### src/rtl/interboard_pkg.sv
// Shared definitions for the board-to-board message link: message field
// layout, beat arithmetic, FSM state encodings and ctrl-field pack/unpack.
package interboard_pkg;

  localparam int MSG_W        = 22;

  localparam int SEL_LEN_LSB  = 0;
  localparam int SEL_LEN_W    = 3;
  localparam int CARD_LSB     = 3;
  localparam int CARD_W       = 6;
  localparam int MSG_TYPE_LSB = 9;
  localparam int MSG_TYPE_W   = 4;
  localparam int BLOCK_Y_LSB  = 13;
  localparam int BLOCK_Y_W    = 3;
  localparam int BLOCK_X_LSB  = 16;
  localparam int BLOCK_X_W    = 5;
  localparam int MOVE_DIR_LSB = 21;
  localparam int MOVE_DIR_W   = 1;

  typedef struct packed {
    logic                  move_dir;
    logic [BLOCK_X_W-1:0]  block_x;
    logic [BLOCK_Y_W-1:0]  block_y;
    logic [MSG_TYPE_W-1:0] msg_type;
    logic [CARD_W-1:0]     card;
    logic [SEL_LEN_W-1:0]  sel_len;
  } ctrl_msg_t;

  typedef enum logic [1:0] {T_IDLE, T_SETUP, T_REQ, T_REL} tx_state_t;
  typedef enum logic       {R_IDLE, R_WAIT} rx_state_t;

  // Beats needed for {parity, message}: ceil((mw + 1) / dw).
  function automatic int beat_count(input int mw, input int dw);
    return (mw + dw) / dw;
  endfunction

  function automatic logic [MSG_W-1:0] pack_ctrl(input ctrl_msg_t f);
    logic [MSG_W-1:0] m;
    m = '0;
    m[MOVE_DIR_LSB +: MOVE_DIR_W] = f.move_dir;
    m[BLOCK_X_LSB  +: BLOCK_X_W]  = f.block_x;
    m[BLOCK_Y_LSB  +: BLOCK_Y_W]  = f.block_y;
    m[MSG_TYPE_LSB +: MSG_TYPE_W] = f.msg_type;
    m[CARD_LSB     +: CARD_W]     = f.card;
    m[SEL_LEN_LSB  +: SEL_LEN_W]  = f.sel_len;
    return m;
  endfunction

  function automatic ctrl_msg_t unpack_ctrl(input logic [MSG_W-1:0] m);
    ctrl_msg_t f;
    f.move_dir = m[MOVE_DIR_LSB];
    f.block_x  = m[BLOCK_X_LSB  +: BLOCK_X_W];
    f.block_y  = m[BLOCK_Y_LSB  +: BLOCK_Y_W];
    f.msg_type = m[MSG_TYPE_LSB +: MSG_TYPE_W];
    f.card     = m[CARD_LSB     +: CARD_W];
    f.sel_len  = m[SEL_LEN_LSB  +: SEL_LEN_W];
    return f;
  endfunction

endpackage

### src/rtl/interboard_fifo.sv
// Synchronous FIFO with first-word fall-through read; DEPTH is a power of two.
module interboard_fifo #(
  parameter int WIDTH = 22,
  parameter int DEPTH = 4
) (
  input  logic             clk,
  input  logic             rst,
  input  logic             push,
  input  logic [WIDTH-1:0] din,
  input  logic             pop,
  output logic [WIDTH-1:0] dout,
  output logic             full,
  output logic             empty
);
  localparam int AW = (DEPTH > 1) ? $clog2(DEPTH) : 1;

  logic [WIDTH-1:0] mem [DEPTH];
  logic [AW-1:0]    wr_ptr, rd_ptr;
  logic [AW:0]      count;
  logic             do_push, do_pop;

  assign full    = (count == (AW+1)'(DEPTH));
  assign empty   = (count == '0);
  assign do_push = push && !full;
  assign do_pop  = pop && !empty;
  assign dout    = mem[rd_ptr];

  always_ff @(posedge clk) begin
    if (do_push) mem[wr_ptr] <= din;
  end

  // Pointers wrap naturally because DEPTH is a power of two.
  always_ff @(posedge clk or negedge rst) begin
    if (!rst) begin
      wr_ptr <= '0;
      rd_ptr <= '0;
      count  <= '0;
    end else begin
      if (do_push) wr_ptr <= wr_ptr + 1'b1;
      if (do_pop)  rd_ptr <= rd_ptr + 1'b1;
      case ({do_push, do_pop})
        2'b10:   count <= count + 1'b1;
        2'b01:   count <= count - 1'b1;
        default: ;
      endcase
    end
  end

endmodule

### src/rtl/interboard_link.sv
// Board-to-board message link: even-parity framed messages sent as DW-bit
// beats over a four-phase req/ack handshake, with TX FIFO and timeouts.
module interboard_link
  import interboard_pkg::*;
#(
  parameter int MW         = 22,
  parameter int DW         = 6,
  parameter int FIFO_DEPTH = 4,
  parameter int TIMEOUT    = 1023
) (
  input  logic          clk,
  input  logic          rst,
  input  logic          transmit,
  input  logic          tx_valid,
  output logic          tx_ready,
  input  logic [MW-1:0] tx_data,
  output logic          rx_valid,
  output logic [MW-1:0] rx_data,
  output logic          err_parity,
  output logic          err_timeout,
  output logic          req_out,
  output logic          ack_out,
  input  logic          req_in,
  input  logic          ack_in,
  output logic [DW-1:0] bus_out,
  output logic          bus_oe,
  input  logic [DW-1:0] bus_in
);
  localparam int BEATS = beat_count(MW, DW);
  localparam int FW    = BEATS * DW;
  localparam int KW    = (BEATS > 1) ? $clog2(BEATS) : 1;
  localparam int CW    = $clog2(TIMEOUT + 1);
  localparam logic [KW-1:0] LAST_BEAT = KW'(BEATS - 1);
  localparam logic [CW-1:0] TMAX      = CW'(TIMEOUT);

  logic [1:0] req_sync, ack_sync;
  logic       req_s, ack_s;

  always_ff @(posedge clk or negedge rst) begin
    if (!rst) begin
      req_sync <= '0;
      ack_sync <= '0;
    end else begin
      req_sync <= {req_sync[0], req_in};
      ack_sync <= {ack_sync[0], ack_in};
    end
  end

  assign req_s = req_sync[1];
  assign ack_s = ack_sync[1];

  tx_state_t ts, ts_n;
  rx_state_t rs, rs_n;
  logic [KW-1:0] tbeat, tbeat_n, k;
  logic [CW-1:0] tcnt, rcnt;
  logic          role;

  // Role only follows transmit when neither side is mid-message.
  always_ff @(posedge clk or negedge rst) begin
    if (!rst)                                         role <= 1'b0;
    else if (ts == T_IDLE && rs == R_IDLE && k == '0) role <= transmit;
  end

  logic          fifo_push, fifo_pop, fifo_full, fifo_empty;
  logic [MW-1:0] fifo_head;

  assign fifo_push = tx_valid && tx_ready;
  assign tx_ready  = !fifo_full;

  interboard_fifo #(.WIDTH(MW), .DEPTH(FIFO_DEPTH)) u_fifo (
    .clk   (clk),
    .rst   (rst),
    .push  (fifo_push),
    .din   (tx_data),
    .pop   (fifo_pop),
    .dout  (fifo_head),
    .full  (fifo_full),
    .empty (fifo_empty)
  );

  logic [BEATS-1:0][DW-1:0] tx_frame;
  assign tx_frame = FW'({^tx_frame_src(fifo_head), fifo_head});

  function automatic logic [MW-1:0] tx_frame_src(input logic [MW-1:0] m);
    return m;
  endfunction

  logic t_abort;

  always_comb begin
    ts_n     = ts;
    tbeat_n  = tbeat;
    fifo_pop = 1'b0;
    t_abort  = 1'b0;
    unique case (ts)
      // A push into an empty FIFO starts the frame on the very next cycle.
      T_IDLE:  if (role && (!fifo_empty || fifo_push)) begin
                 ts_n    = T_SETUP;
                 tbeat_n = '0;
               end
      T_SETUP: ts_n = T_REQ;
      T_REQ:   if (ack_s)              ts_n    = T_REL;
               else if (tcnt == TMAX)  t_abort = 1'b1;
      T_REL:   if (!ack_s) begin
                 if (tbeat == LAST_BEAT) begin
                   fifo_pop = 1'b1;
                   ts_n     = T_IDLE;
                 end else begin
                   tbeat_n = tbeat + 1'b1;
                   ts_n    = T_SETUP;
                 end
               end else if (tcnt == TMAX) begin
                 t_abort = 1'b1;
               end
    endcase
    if (t_abort) begin
      ts_n     = T_IDLE;
      fifo_pop = 1'b1;
    end
  end

  always_ff @(posedge clk or negedge rst) begin
    if (!rst) begin
      ts    <= T_IDLE;
      tbeat <= '0;
      tcnt  <= '0;
    end else begin
      ts    <= ts_n;
      tbeat <= tbeat_n;
      if (ts_n != ts)        tcnt <= '0;
      else if (tcnt != TMAX) tcnt <= tcnt + 1'b1;
    end
  end

  assign bus_oe  = (ts != T_IDLE);
  assign req_out = (ts == T_REQ);
  assign bus_out = bus_oe ? tx_frame[tbeat] : '0;

  logic [BEATS-1:0][DW-1:0] rx_buf;
  logic r_capture, r_done, r_abort;

  always_comb begin
    rs_n      = rs;
    r_capture = 1'b0;
    r_done    = 1'b0;
    r_abort   = 1'b0;
    unique case (rs)
      R_IDLE: if (!role && ts == T_IDLE && req_s) begin
                rs_n      = R_WAIT;
                r_capture = 1'b1;
              end else if (k != '0 && rcnt == TMAX) begin
                r_abort = 1'b1;
              end
      R_WAIT: if (!req_s) begin
                rs_n   = R_IDLE;
                r_done = 1'b1;
              end else if (rcnt == TMAX) begin
                rs_n    = R_IDLE;
                r_abort = 1'b1;
              end
    endcase
  end

  always_ff @(posedge clk or negedge rst) begin
    if (!rst) begin
      rs   <= R_IDLE;
      rcnt <= '0;
    end else begin
      rs <= rs_n;
      if (rs_n != rs)        rcnt <= '0;
      else if (rcnt != TMAX) rcnt <= rcnt + 1'b1;
    end
  end

  assign ack_out = (rs == R_WAIT);

  // Parity covers the whole frame; the zero padding cannot upset a good frame.
  always_ff @(posedge clk or negedge rst) begin
    if (!rst) begin
      k           <= '0;
      rx_buf      <= '0;
      rx_data     <= '0;
      rx_valid    <= 1'b0;
      err_parity  <= 1'b0;
      err_timeout <= 1'b0;
    end else begin
      rx_valid    <= 1'b0;
      err_parity  <= 1'b0;
      err_timeout <= t_abort || r_abort;
      if (r_capture) rx_buf[k] <= bus_in;
      if (r_abort) begin
        k <= '0;
      end else if (r_done) begin
        if (k == LAST_BEAT) begin
          k <= '0;
          if (^rx_buf == 1'b0) begin
            rx_data  <= MW'(rx_buf);
            rx_valid <= 1'b1;
          end else begin
            err_parity <= 1'b1;
          end
        end else begin
          k <= k + 1'b1;
        end
      end
    end
  end

endmodule

### config.mk
export PLATFORM = sky130hd
export DESIGN_NAME = interboard_link
export DESIGN_NICKNAME = d
export VERILOG_FILES = /design/src/rtl/interboard_pkg.sv /design/src/rtl/interboard_fifo.sv /design/src/rtl/interboard_link.sv
export SDC_FILE = /design/constraint.sdc
export NUM_CORES = 1
export LEC_CHECK = 0
export ABC_AREA = 1
export CAP_MARGIN = 20
export CORE_AREA = 2 2 135 137
export DETAILED_ROUTE_END_ITERATION = 10
export DIE_AREA = 0 0 137 139
export PLACE_DENSITY = 0.67
export SYNTH_ARGS = -nofsm -noshare
export SYNTH_HDL_FRONTEND = slang
export SYNTH_SLANG_ARGS = --single-unit
### constraint.sdc
create_clock -name clk -period 4.7 [get_ports clk]
set_clock_uncertainty 0.1 [all_clocks]
set_input_delay 0.94 -clock clk [delete_from_list [all_inputs] [get_ports clk]]
set_output_delay 0.94 -clock clk [all_outputs]
set_load 0.05 [all_outputs]
==> reports/qor.yml <==
grt_first_pass_wirelength_um: 28930
worst_pin_slew_ns: 0.8106
setup_slack_ns: 0.8774
firstDrtPassIters: 5
p_leak_nw: 4.469
syn_inst: 860
power.total_w: 0.007029
holdBufCountCts: 0
first_iter_violations: 368
antenna_found_initial: 0
die-area_um2: 19040
clk_pin_slew_worst_paths_ns: 0.07
finalSetupViolCount: 0
gp_congestion: 0.7930
vdd_ir_drop_max_uv: 456.7
power_density_nw_per_um2: 717.1
path_max_fanout: 17
area_growth_pct: 18.32
crit_arrival_ns: 2.78
netlist_area_um2: 8283
drc: 0
reg2reg_depth: 15
synth_nets: 907
slew_headroom_pct: 45.96
post_cts_buffers: 0
fin_crit_sh_pct: 81.33
layout_common_cells: "nand2_1 (317), dfrtp_1 (88), edfxtp_1 (88)"
avgRoutedWirePerCell_um: 14.85
ios: 69
syn_area_per_cell_um2: 9.631
drt-total-wl_um: 17420
critPathMostFrequentCell: "nand2_1"
cts.sinks: 176
cts_tree: "yes"
path_cells: "inv_1, buf_4, nand3_1, nand2_1, inv_1, nand2_1, nand2_1, nand2_1, nand3_1, nand2_1, nand2_1, nand2_1, inv_1, nand2_1, nand3_1, nand2_1, inv_1, buf_12"
cp.required_ns: 3.66
fin_crit_ns: 3.823
rsz0062_at_grt: "no"
viasPerCell: 5.048
die_h_um: 139
dp_hpwl_um: 11460
fp.coreArea_um2: 17660
final_common_cell: "nand2_1"
portBuffers: 68
crit_slowest_cell: "inv_1"
crit_path_end: "bus_out[4]"
cp_slowest_stage_delay_ns: 0.41
final_layout_size_suffix_gt1_share_pct: 9.746
grt_pass1_vias: 5698
rows: 49
postRouteAntennaNets: 0
antenna_cells: 0
place_ws_ns: 1.323
grt_max_degree: 64
clkLatencyLatePin_ns: 0.43
post_cts_resized: 0
cpLargestDelayFamily: "buffers and inverters"
fmax_ghz: 0.2616
utilization_pct: 55.51
worstSetupStartpointType: "flop"
critPathBufInv: 6
r2r_start: "tcnt[0]$_DFFE_PN0P_"
numCtsBuffers: 17
synth-seq-cells: 176
grt_use_total_pct: 19.40
die_x_um: 137
cts_buffer_depth: 2
vias: 5921
synth_cell_types: 33
cp-startpoint: "u_fifo.rd_ptr[1]$_DFFE_PN0P_"
worst-path-stages: 18
ys_seq_area_share_pct: 58.49
maxCapViolations: 0
ys.warnings.count: 0
r2r-end: "u_fifo.count[2]$_DFFE_PN0P_"
drv_slew: 0
holdCritPathClass: "reg -> reg"
grt_remaining_overflow: 0
hold_viol: 0
cp-end-kind: "primary output"
status: "completed"
nNetsFinal: 978
h-tree-depth: 4
critPathKind: "reg -> out"
start_util_pct: 46.91
r2r_slack_ns: 1.67
cts_root_buf: "clkbuf_16"
finalSetupTns_ns: 0
==> per-layer routing <==
metal  part of all wire, %  global-route usage (%)  up-vias
met4                   1.3                   5.643        0
met3                   3.7                   4.423       17
met5                     0                       0        -
met2                    47                   29.51      104
li1                      -                       -     2981
met1                    48                   27.89     2819
==> logic make-up after synthesis <==
logic type / synth area share (%)
AOI/OAI and AO/OA: 3.505
muxes: 3.399
DFF: 58.49
buffers and inverters: 4.849
adders and majority gates: 2.054
and+or+nand+nor: 23.37
xor gates and xnor gates: 4.335
==> cell usage after synthesis (all sizes together) <==
cell | count | area (um2)
nand2 | 321 | 1215
dfrtp | 88 | 2202
edfxtp | 88 | 2643
inv | 71 | 266.5
nand3 | 71 | 372.9
nor2 | 31 | 128.9
nand4 | 28 | 175.2
mux2 | 25 | 281.5
o21ai | 24 | 120.1
xnor2 | 23 | 201.4
buf | 20 | 112.6
xor2 | 18 | 157.7
a21oi | 12 | 60.06
ha | 12 | 150.1
a31oi | 6 | 37.54
clkbuf | 6 | 22.52
nor3 | 4 | 30.03
a211oi | 3 | 22.52
o211ai | 2 | 15.01
a41oi | 1 | 8.760
fa | 1 | 20.02
nand3b | 1 | 7.510
nor4 | 1 | 6.260
o2111ai | 1 | 8.760
o211a | 1 | 10.01
o31ai | 1 | 7.510
==> flip-flops by register name, summed over array words and instances, names as in the netlist, 2 cells and up <==
signal,flops
tcnt,10
req_sync,2
u_fifo.mem,88
ts,2
ack_sync,2
u_fifo.wr_ptr,2
k,2
tbeat,2
rx_data,22
u_fifo.count,3
rx_buf,24
rcnt,10
u_fifo.rd_ptr,2
==> report_power, final <==
part	leakage, nW	switching [W]	internal, W
logic	2.20	0.00237	0.00107
registers	1.97	0.000198	0.00197
clock network	0.300	0.000616	0.000802
total	4.47	0.00318	0.00385
==> area by class of cell <==
type | count | area [um2]
clock inverter | 12 | 115.1
tap | 229 | 286.5
timing repair buffer | 78 | 763.2
clock buffer | 20 | 478.0
multi-input combinational | 587 | 3047
fill | 1545 | 7856
sequential | 176 | 4845
inverter | 71 | 266.5
==> how the worst min path moves through the flow <==
stage / cells after the start / from / slack [ns] / end
floorplan: 0 / ack_sync[0]$_DFF_PN0_ / 0.23 / ack_sync[1]$_DFF_PN0_
global placement: 0 / req_sync[0]$_DFF_PN0_ / 0.23 / req_sync[1]$_DFF_PN0_
detailed placement: 0 / req_sync[0]$_DFF_PN0_ / 0.24 / req_sync[1]$_DFF_PN0_
CTS: 0 / req_sync[0]$_DFF_PN0_ / 0.25 / req_sync[1]$_DFF_PN0_
global route: 0 / req_sync[0]$_DFF_PN0_ / 0.27 / req_sync[1]$_DFF_PN0_
finish: 0 / req_sync[0]$_DFF_PN0_ / 0.26 / req_sync[1]$_DFF_PN0_
==> stage by stage <==
step | hold WS [ns] | instances | area (um2)
CTS | 0.2539 | 1173 | 9801
finish | 0.2563 | 1173 | 9801
floorplan | 0.2312 | 860 | 8283
global placement | 0.2328 | 1141 | 9208
global route | 0.2722 | 1173 | 9801
detailed placement | 0.2372 | 1141 | 9208
Note: power is estimated with default switching activity, not from simulation.
